[config.mk]
export PLATFORM = sky130hd
export DESIGN_NAME = cordic_seq_ctrl_flat
export DESIGN_NICKNAME = d
export VERILOG_FILES = /design/src/rtl/cordic_ctrl_pkg.sv /design/src/rtl/cordic_seq_ctrl_if.sv /design/src/rtl/cordic_lut_walker.sv /design/src/rtl/cordic_seq_ctrl.sv /design/src/flat_wrapper.sv
export SDC_FILE = /design/constraint.sdc
export NUM_CORES = 1
export LEC_CHECK = 0
export CAP_MARGIN = 20
export CORE_MARGIN = 1
export CORE_UTILIZATION = 41
export DETAILED_ROUTE_END_ITERATION = 6
export GPL_ROUTABILITY_DRIVEN = 1
export GPL_TIMING_DRIVEN = 1
export PLACE_DENSITY = 0.89
export SLEW_MARGIN = 10
export SYNTH_ARGS = -nofsm -noshare
export SYNTH_HDL_FRONTEND = slang
export SYNTH_SLANG_ARGS = --single-unit
export TNS_END_PERCENT = 20
[constraint.sdc]
create_clock -name clk -period 5.15 [get_ports clk]
set_input_delay 0.515 -clock clk [delete_from_list [all_inputs] [get_ports clk]]
set_output_delay 0.515 -clock clk [all_outputs]
set_load 0.01 [all_outputs]
[src/rtl/cordic_ctrl_pkg.sv]
// rtl/cordic_ctrl_pkg.sv - Shared state type, table geometry and core pin levels for the CORDIC sequencer.
package cordic_ctrl_pkg;

  typedef enum logic [2:0] {
    ST_IDLE,
    ST_LOAD,
    ST_FLUSH,
    ST_RUN,
    ST_DONE
  } state_t;

  localparam int LUT_DEPTH = 64;
  localparam int LUT_W     = 48;
  localparam int AMP_W     = 16;
  localparam int IDX_W     = 6;

  // The core's reset, clock enable and LUT write enable are all active-low.
  localparam logic CORE_RST_ON  = 1'b0;
  localparam logic CORE_RST_OFF = 1'b1;
  localparam logic CORE_CEN_ON  = 1'b0;
  localparam logic CORE_CEN_OFF = 1'b1;
  localparam logic CORE_WEN_ON  = 1'b0;
  localparam logic CORE_WEN_OFF = 1'b1;

endpackage

[src/rtl/cordic_seq_ctrl_if.sv]
// rtl/cordic_seq_ctrl_if.sv - Control/data bundle between the sequencer and the CORDIC_16_pipe core.
interface cordic_seq_ctrl_if;
  import cordic_ctrl_pkg::*;

  logic             core_rst_n;
  logic             core_cen;
  logic             core_wen;
  logic [IDX_W-1:0] core_index;
  logic [LUT_W-1:0] core_d;
  logic [AMP_W-1:0] core_fcw;
  logic [AMP_W-1:0] core_offset;
  logic [AMP_W-1:0] core_amp;
  logic             core_wen_out;

  modport master (
    output core_rst_n, core_cen, core_wen, core_index, core_d, core_fcw, core_offset,
    input  core_amp, core_wen_out
  );

  modport slave (
    input  core_rst_n, core_cen, core_wen, core_index, core_d, core_fcw, core_offset,
    output core_amp, core_wen_out
  );

endinterface

[src/rtl/cordic_lut_walker.sv]
// rtl/cordic_lut_walker.sv - Walks the ROM once per load and realigns address with the 1-cycle ROM latency.
module cordic_lut_walker
  import cordic_ctrl_pkg::*;
#(
  parameter int DEPTH = LUT_DEPTH,
  parameter int W     = LUT_W
) (
  input  logic             clk,
  input  logic             reset,
  input  logic             en,
  input  logic             clr,
  output logic [IDX_W-1:0] rom_addr,
  input  logic [W-1:0]     rom_data,
  output logic             wr_en,
  output logic [IDX_W-1:0] wr_idx,
  output logic [W-1:0]     wr_data,
  output logic             last
);

  localparam logic [IDX_W-1:0] LAST_IDX = IDX_W'(DEPTH - 1);

  logic issued_all;
  logic issue;

  assign issue = en && !issued_all;

  // wr_idx/wr_en trail rom_addr by one cycle so they line up with rom_data.
  always_ff @(posedge clk) begin
    if (reset || clr || !en) begin
      rom_addr   <= '0;
      issued_all <= 1'b0;
      wr_en      <= 1'b0;
      wr_idx     <= '0;
    end else begin
      wr_en  <= issue;
      wr_idx <= rom_addr;
      if (issue) begin
        rom_addr <= rom_addr + 1'b1;
        if (rom_addr == LAST_IDX) begin
          issued_all <= 1'b1;
        end
      end
    end
  end

  assign wr_data = wr_en ? rom_data : '0;
  assign last    = wr_en && (wr_idx == LAST_IDX);

endmodule

[src/rtl/cordic_seq_ctrl.sv]
// rtl/cordic_seq_ctrl.sv - Load/flush/run/capture sequencer for the pipelined CORDIC sine core.
module cordic_seq_ctrl #(
  parameter int NUM_SAMPLES = 4096,
  parameter int LUT_DEPTH   = 64,
  parameter int LUT_W       = 48
) (
  input  logic                              clk,
  input  logic                              reset,
  input  logic                              start,
  input  logic                              abort,
  input  logic                              skip_load,
  input  logic [15:0]                       fcw_in,
  input  logic [15:0]                       offset_in,
  input  logic                              cfg_we,
  output logic [cordic_ctrl_pkg::IDX_W-1:0] lut_addr,
  input  logic [LUT_W-1:0]                  lut_rdata,
  cordic_seq_ctrl_if.master                 core,
  output logic                              sample_valid,
  output logic [15:0]                       sample_data,
  output logic                              busy,
  output logic                              done
);
  import cordic_ctrl_pkg::*;

  localparam logic [15:0] N_SAMP = 16'(NUM_SAMPLES);

  state_t           state;
  state_t           state_nx;
  logic [15:0]      cnt;
  logic             lut_loaded;
  logic             live_nx;
  logic             rst_rel_nx;
  logic             launch;
  logic             retune;
  logic             capture;
  logic             wr_en;
  logic             wr_last;
  logic [IDX_W-1:0] wr_idx;
  logic [LUT_W-1:0] wr_data;

  cordic_lut_walker #(
    .DEPTH (LUT_DEPTH),
    .W     (LUT_W)
  ) u_walker (
    .clk      (clk),
    .reset    (reset),
    .en       (state == ST_LOAD),
    .clr      (abort),
    .rom_addr (lut_addr),
    .rom_data (lut_rdata),
    .wr_en    (wr_en),
    .wr_idx   (wr_idx),
    .wr_data  (wr_data),
    .last     (wr_last)
  );

  assign core.core_wen   = wr_en ? CORE_WEN_ON : CORE_WEN_OFF;
  assign core.core_index = wr_idx;
  assign core.core_d     = wr_data;

  assign launch  = !abort && start && ((state == ST_IDLE) || (state == ST_DONE));
  assign retune  = !abort && cfg_we && (state == ST_RUN);
  // Once the count is reached, RUN lingers one cycle so done follows the last strobe.
  assign capture = !abort && core.core_wen_out && (state == ST_RUN) && (cnt != N_SAMP);

  always_ff @(posedge clk) begin
    if (reset) begin
      state <= ST_IDLE;
    end else begin
      state <= state_nx;
    end
  end

  always_comb begin
    state_nx = state;
    if (abort) begin
      state_nx = ST_IDLE;
    end else begin
      case (state)
        ST_IDLE, ST_DONE: if (start) state_nx = (skip_load && lut_loaded) ? ST_FLUSH : ST_LOAD;
        ST_LOAD:          if (wr_last) state_nx = ST_FLUSH;
        ST_FLUSH:         state_nx = ST_RUN;
        ST_RUN:           if (cnt == N_SAMP) state_nx = ST_DONE;
        default:          state_nx = ST_IDLE;
      endcase
    end
    live_nx    = (state_nx == ST_LOAD) || (state_nx == ST_FLUSH) || (state_nx == ST_RUN);
    rst_rel_nx = (state_nx == ST_LOAD) || (state_nx == ST_RUN);
  end

  always_ff @(posedge clk) begin
    if (reset) begin
      core.core_rst_n  <= CORE_RST_ON;
      core.core_cen    <= CORE_CEN_OFF;
      core.core_fcw    <= '0;
      core.core_offset <= '0;
      busy             <= 1'b0;
      done             <= 1'b0;
      sample_valid     <= 1'b0;
      sample_data      <= '0;
      cnt              <= '0;
      lut_loaded       <= 1'b0;
    end else begin
      core.core_rst_n <= rst_rel_nx ? CORE_RST_OFF : CORE_RST_ON;
      core.core_cen   <= live_nx ? CORE_CEN_ON : CORE_CEN_OFF;
      busy            <= live_nx;
      done            <= (state_nx == ST_DONE);
      sample_valid    <= capture;
      if (capture) begin
        sample_data <= core.core_amp;
      end
      if (abort || (state_nx == ST_FLUSH)) begin
        cnt <= '0;
      end else if (capture) begin
        cnt <= cnt + 16'd1;
      end
      if (launch || retune) begin
        core.core_fcw    <= fcw_in;
        core.core_offset <= offset_in;
      end
      if (abort && (state == ST_LOAD)) begin
        lut_loaded <= 1'b0;
      end else if (wr_last && !abort) begin
        lut_loaded <= 1'b1;
      end
    end
  end

endmodule

[src/flat_wrapper.sv]
// flat-port wrapper written by rule: the top's interface ports become plain ports
module cordic_seq_ctrl_flat import cordic_ctrl_pkg::*;
#(
  parameter int NUM_SAMPLES = 4096,
  parameter int LUT_DEPTH   = 64,
  parameter int LUT_W       = 48
)
  (clk, reset, start, abort, skip_load, fcw_in, offset_in, cfg_we, lut_addr, lut_rdata, sample_valid, sample_data, busy, done, core_core_rst_n, core_core_cen, core_core_wen, core_core_index, core_core_d, core_core_fcw, core_core_offset, core_core_amp, core_core_wen_out);
  cordic_seq_ctrl_if core_i ();
  input  logic clk;
  input  logic reset;
  input  logic start;
  input  logic abort;
  input  logic skip_load;
  input  logic [15:0] fcw_in;
  input  logic [15:0] offset_in;
  input  logic cfg_we;
  output logic [cordic_ctrl_pkg::IDX_W-1:0] lut_addr;
  input  logic [LUT_W-1:0] lut_rdata;
  output logic sample_valid;
  output logic [15:0] sample_data;
  output logic busy;
  output logic done;
  output wire logic [$bits(core_i.core_rst_n)-1:0] core_core_rst_n;
  output wire logic [$bits(core_i.core_cen)-1:0] core_core_cen;
  output wire logic [$bits(core_i.core_wen)-1:0] core_core_wen;
  output wire logic [$bits(core_i.core_index)-1:0] core_core_index;
  output wire logic [$bits(core_i.core_d)-1:0] core_core_d;
  output wire logic [$bits(core_i.core_fcw)-1:0] core_core_fcw;
  output wire logic [$bits(core_i.core_offset)-1:0] core_core_offset;
  input wire logic [$bits(core_i.core_amp)-1:0] core_core_amp;
  input wire logic [$bits(core_i.core_wen_out)-1:0] core_core_wen_out;
  assign core_core_rst_n = core_i.core_rst_n;
  assign core_core_cen = core_i.core_cen;
  assign core_core_wen = core_i.core_wen;
  assign core_core_index = core_i.core_index;
  assign core_core_d = core_i.core_d;
  assign core_core_fcw = core_i.core_fcw;
  assign core_core_offset = core_i.core_offset;
  assign core_i.core_amp = core_core_amp;
  assign core_i.core_wen_out = core_core_wen_out;
  cordic_seq_ctrl #(.NUM_SAMPLES(NUM_SAMPLES), .LUT_DEPTH(LUT_DEPTH), .LUT_W(LUT_W)) u_core (.clk(clk), .reset(reset), .start(start), .abort(abort), .skip_load(skip_load), .fcw_in(fcw_in), .offset_in(offset_in), .cfg_we(cfg_we), .lut_addr(lut_addr), .lut_rdata(lut_rdata), .core(core_i), .sample_valid(sample_valid), .sample_data(sample_data), .busy(busy), .done(done));
endmodule
==> impl_metrics.py <==
metrics = {
    "critical_path": {
        "worstRegToRegCells": 6,
        "cp.required_ps": 4640,
        "critPathLaunchType": "flip-flop",
        "worst-path-max-fanout": 50,
        "arrival_ps": 1950,
        "ff2ff_setup_slack_ps": 2790,
        "end_kind": "output pin",
        "critPathKind": "flip-flop to output pin",
    },
    "global_route": {
        "grt_max_degree": 53,
        "globalRouteMet3Util_pct": 7.87,
        "grt-busiest-layer": "met2",
        "grt_pass1_wl_mm": 19.3,
        "met1_usage_pct": 29.7,
        "grt_use_met2_pct": 42.5,
        "grt_pass1_vias": 3971,
        "overflow": 0,
        "antenna_found_initial": 0,
        "grt_usage_pct": 24.9,
    },
    "cells_and_area": {
        "mostFrequentLayoutCell": "clkdlybuf4s50_1",
        "nNetsFinal": 766,
        "synthToLayoutAreaGrowth_pct": 62.8,
        "layout_common_cells": "215 x clkdlybuf4s50_1, 86 x dfxtp_1, 77 x nand2_1, 59 x a21oi_1, 48 x and2_1",
        "fin_cells": 772,
        "drive_above_1_share_pct": 4.52,
        "antennaDiodeCount": 0,
    },
    "clock_network": {
        "cts_root_buf": "clkbuf_8",
        "cts_resized": 0,
        "clock_latency_ps": 350,
        "clkTransAtPathRegs_ps": 80,
        "cts_inserted_buffers": 9,
        "tritoncts": "done",
        "postCtsSetupRepairBufs": 0,
        "htree_num_levels": 3,
        "postCtsHoldBufs": 0,
        "cts_buffer_depth": 2,
        "cts.sinks": 87,
    },
    "synthesis": {
        "synth-simple-area-share_pct": 32.2,
        "synth-seq-area-share_pct": 45.9,
        "synthArstFlopShare_pct": 0,
        "syn-cell-area_mm2": 0.00379,
        "synth_top_family_by_area": "simple AND/OR/NAND/NOR gates",
        "yosys_register_bits": 87,
        "synth_flop_cell": "dfxtp_1",
        "synth_mux_area_share_pct": 0.528,
        "syn_inst": 463,
        "synth_edf_count": 0,
        "avgSynthCellArea_um2": 8.19,
        "yosysWarnings": 0,
        "yosys.area_share.adder_pct": 0.989,
        "synth_nets": 569,
        "synthXorXnorAreaFrac_pct": 2.54,
        "synth_cell_type_count": 47,
        "synth-compound-area-share_pct": 13.4,
    },
    "sta": {
        "max_freq_mhz": 405,
        "whs_ps": 456,
        "period_needed_ps": 2470,
        "setup_tns_ps": 0,
        "finClkSkew_ps": 8.09,
        "slew_viol_final": 0,
        "setup_viol": 0,
        "rsz0062_at_grt": "false",
        "tightest_slew_ps": 1050,
        "slew_headroom_pct": 29.6,
        "final.period_utilization_pct": 47.9,
        "hold_viol": 0,
    },
    "drt": {
        "wl_per_cell_um": 15.7,
        "antenna_left": 0,
        "vias_per_cell": 5.17,
        "dr.pass1.iters": 7,
        "totalWireLength_mm": 12.1,
        "drc": 1,
        "vias": 3989,
        "first_iter_violations": 226,
    },
    "power": {
        "cell_internal_pwr_mw": 1.08,
        "seqPwrFrac_pct": 50.1,
        "sw_frac_of_total_pct": 22.1,
        "power.switching_mw": 0.306,
        "power_density_mw_per_mm2": 224,
        "clockPowerShare_pct": 37.6,
        "p_leak_nw": 2.13,
        "comb_power_share_pct": 12.3,
        "vdd_drop_max_v": 0.000222,
        "finalPower_mw": 1.38,
    },
    "floorplanning": {
        "row_count": 34,
        "die_h_um": 98.2,
        "dieArea_mm2": 0.00964,
        "core_mm2": 0.00885,
        "num_io_pins": 217,
        "die_x_um": 98.2,
        "initial_core_util_pct": 42.9,
    },
    "placement": {
        "hpwl_mm": 8.88,
        "port_buffers": 216,
        "dp_cells": 757,
        "gp_congestion": 0.898,
    },
    "status": {
        "status": "finished, violations left",
        "violations": "DRC",
    },
    "hold_path": {
        "holdPathStages": 2,
        "hp-class": "flip-flop to flip-flop",
    },
    "run": {
        "cap_violations": 0,
    },
}
-- layer usage --
metal / up-vias / share of wire, %
li1: 1979 / -
met2: 140 / 49
met3: 17 / 7.4
met4: 0 / 1.6
met1: 1853 / 42
met5: - / 0
-- power groups by stage --
stage          Combinational [mW]  Sequential [mW]  Clock (mW)
2_1_floorplan              0.0461            0.713           0
3_3_place_gp                0.166            0.709           0
3_5_place_dp                0.169            0.710           0
4_1_cts                     0.171            0.694       0.528
5_1_grt                     0.182            0.696       0.550
6_report                    0.170            0.694       0.520
-- cells in the mapped netlist (2+ instances only) --
cell | instances | area share (%)
a21oi_1 | 60 | 7.9
and2_1 | 48 | 7.9
and3_1 | 9 | 1.5
and4_1 | 3 | 0.69
buf_2 | 8 | 1.1
buf_6 | 2 | 0.59
clkbuf_1 | 20 | 2.0
dfxtp_1 | 87 | 46
ha_1 | 3 | 0.99
inv_1 | 7 | 0.69
mux2i_1 | 2 | 0.53
nand2_1 | 77 | 7.6
nand3_1 | 27 | 3.6
nand3b_1 | 4 | 0.79
nand4_1 | 4 | 0.66
nand4b_1 | 2 | 0.46
nor2_1 | 18 | 1.8
nor3_1 | 9 | 1.2
nor3b_2 | 2 | 0.66
nor4_1 | 6 | 0.99
nor4b_1 | 3 | 0.69
o21ai_0 | 21 | 2.8
o31ai_1 | 3 | 0.59
or3_1 | 4 | 0.66
or3_2 | 2 | 0.40
or4_1 | 2 | 0.40
xnor2_1 | 8 | 1.8
xor2_1 | 3 | 0.69
-- metrics by stage --
step	setup slack [ps]	util, %	area (um^2)
after global placement	2630	67.3	5950
final	2680	69.8	6180
after floorplan	3240	-	3790
after detailed placement	2530	67.3	5950
after CTS	2290	69.8	6170
after global routing	2580	69.8	6180
-- cells by family (layout without fill, tap and decap cells) --
family,after synthesis,in the layout
xor+xnor,11,11
simple gates,228,228
mux,2,2
flops,87,87
buf+inv,38,239
fa+ha+maj,3,3
compound gates,94,94
-- critical path: stages, from the launching register on --
cell	delay [ps]
dfxtp_2	740
and2_1	290
clkdlybuf4s50_1	570
-- state kept, by name, indices dropped and copies added (netlist names) --
signal / count
u_core.core.core_cen: 1
u_core.core.core_fcw: 16
u_core.u_walker.wr_idx: 6
u_core.u_walker.wr_en: 1
u_core.core.core_offset: 16
u_core.u_walker.issued_all: 1
u_core.lut_loaded: 1
u_core.state: 3
u_core.done: 1
u_core.sample_valid: 1
u_core.u_walker.rom_addr: 6
u_core.core.core_rst_n: 1
u_core.sample_data: 16
u_core.busy: 1
u_core.cnt: 16
-- final cells by class --
cell class	instances	area, um^2
clock inverter	5	82.6
tap	108	135
inverter	7	26.3
multi-input combinational	338	1890
timing repair buffer	217	2160
fill	682	2670
clock buffer	10	138
sequential	87	1740
-- path summary, 6_finish.rpt --
check                                                start                                       end
hold reg to reg   u_core.core.core_offset[15]$_SDFFE_PP0P_  u_core.core.core_offset[15]$_SDFFE_PP0P_
setup / recovery          u_core.u_walker.wr_en$_SDFF_PP0_                           core_core_d[19]
hold / removal    u_core.core.core_offset[15]$_SDFFE_PP0P_  u_core.core.core_offset[15]$_SDFFE_PP0P_
setup reg to reg                u_core.cnt[0]$_SDFFE_PP0P_                u_core.state[0]$_SDFF_PP0_
Note: power is estimated with default switching activity, not from simulation.
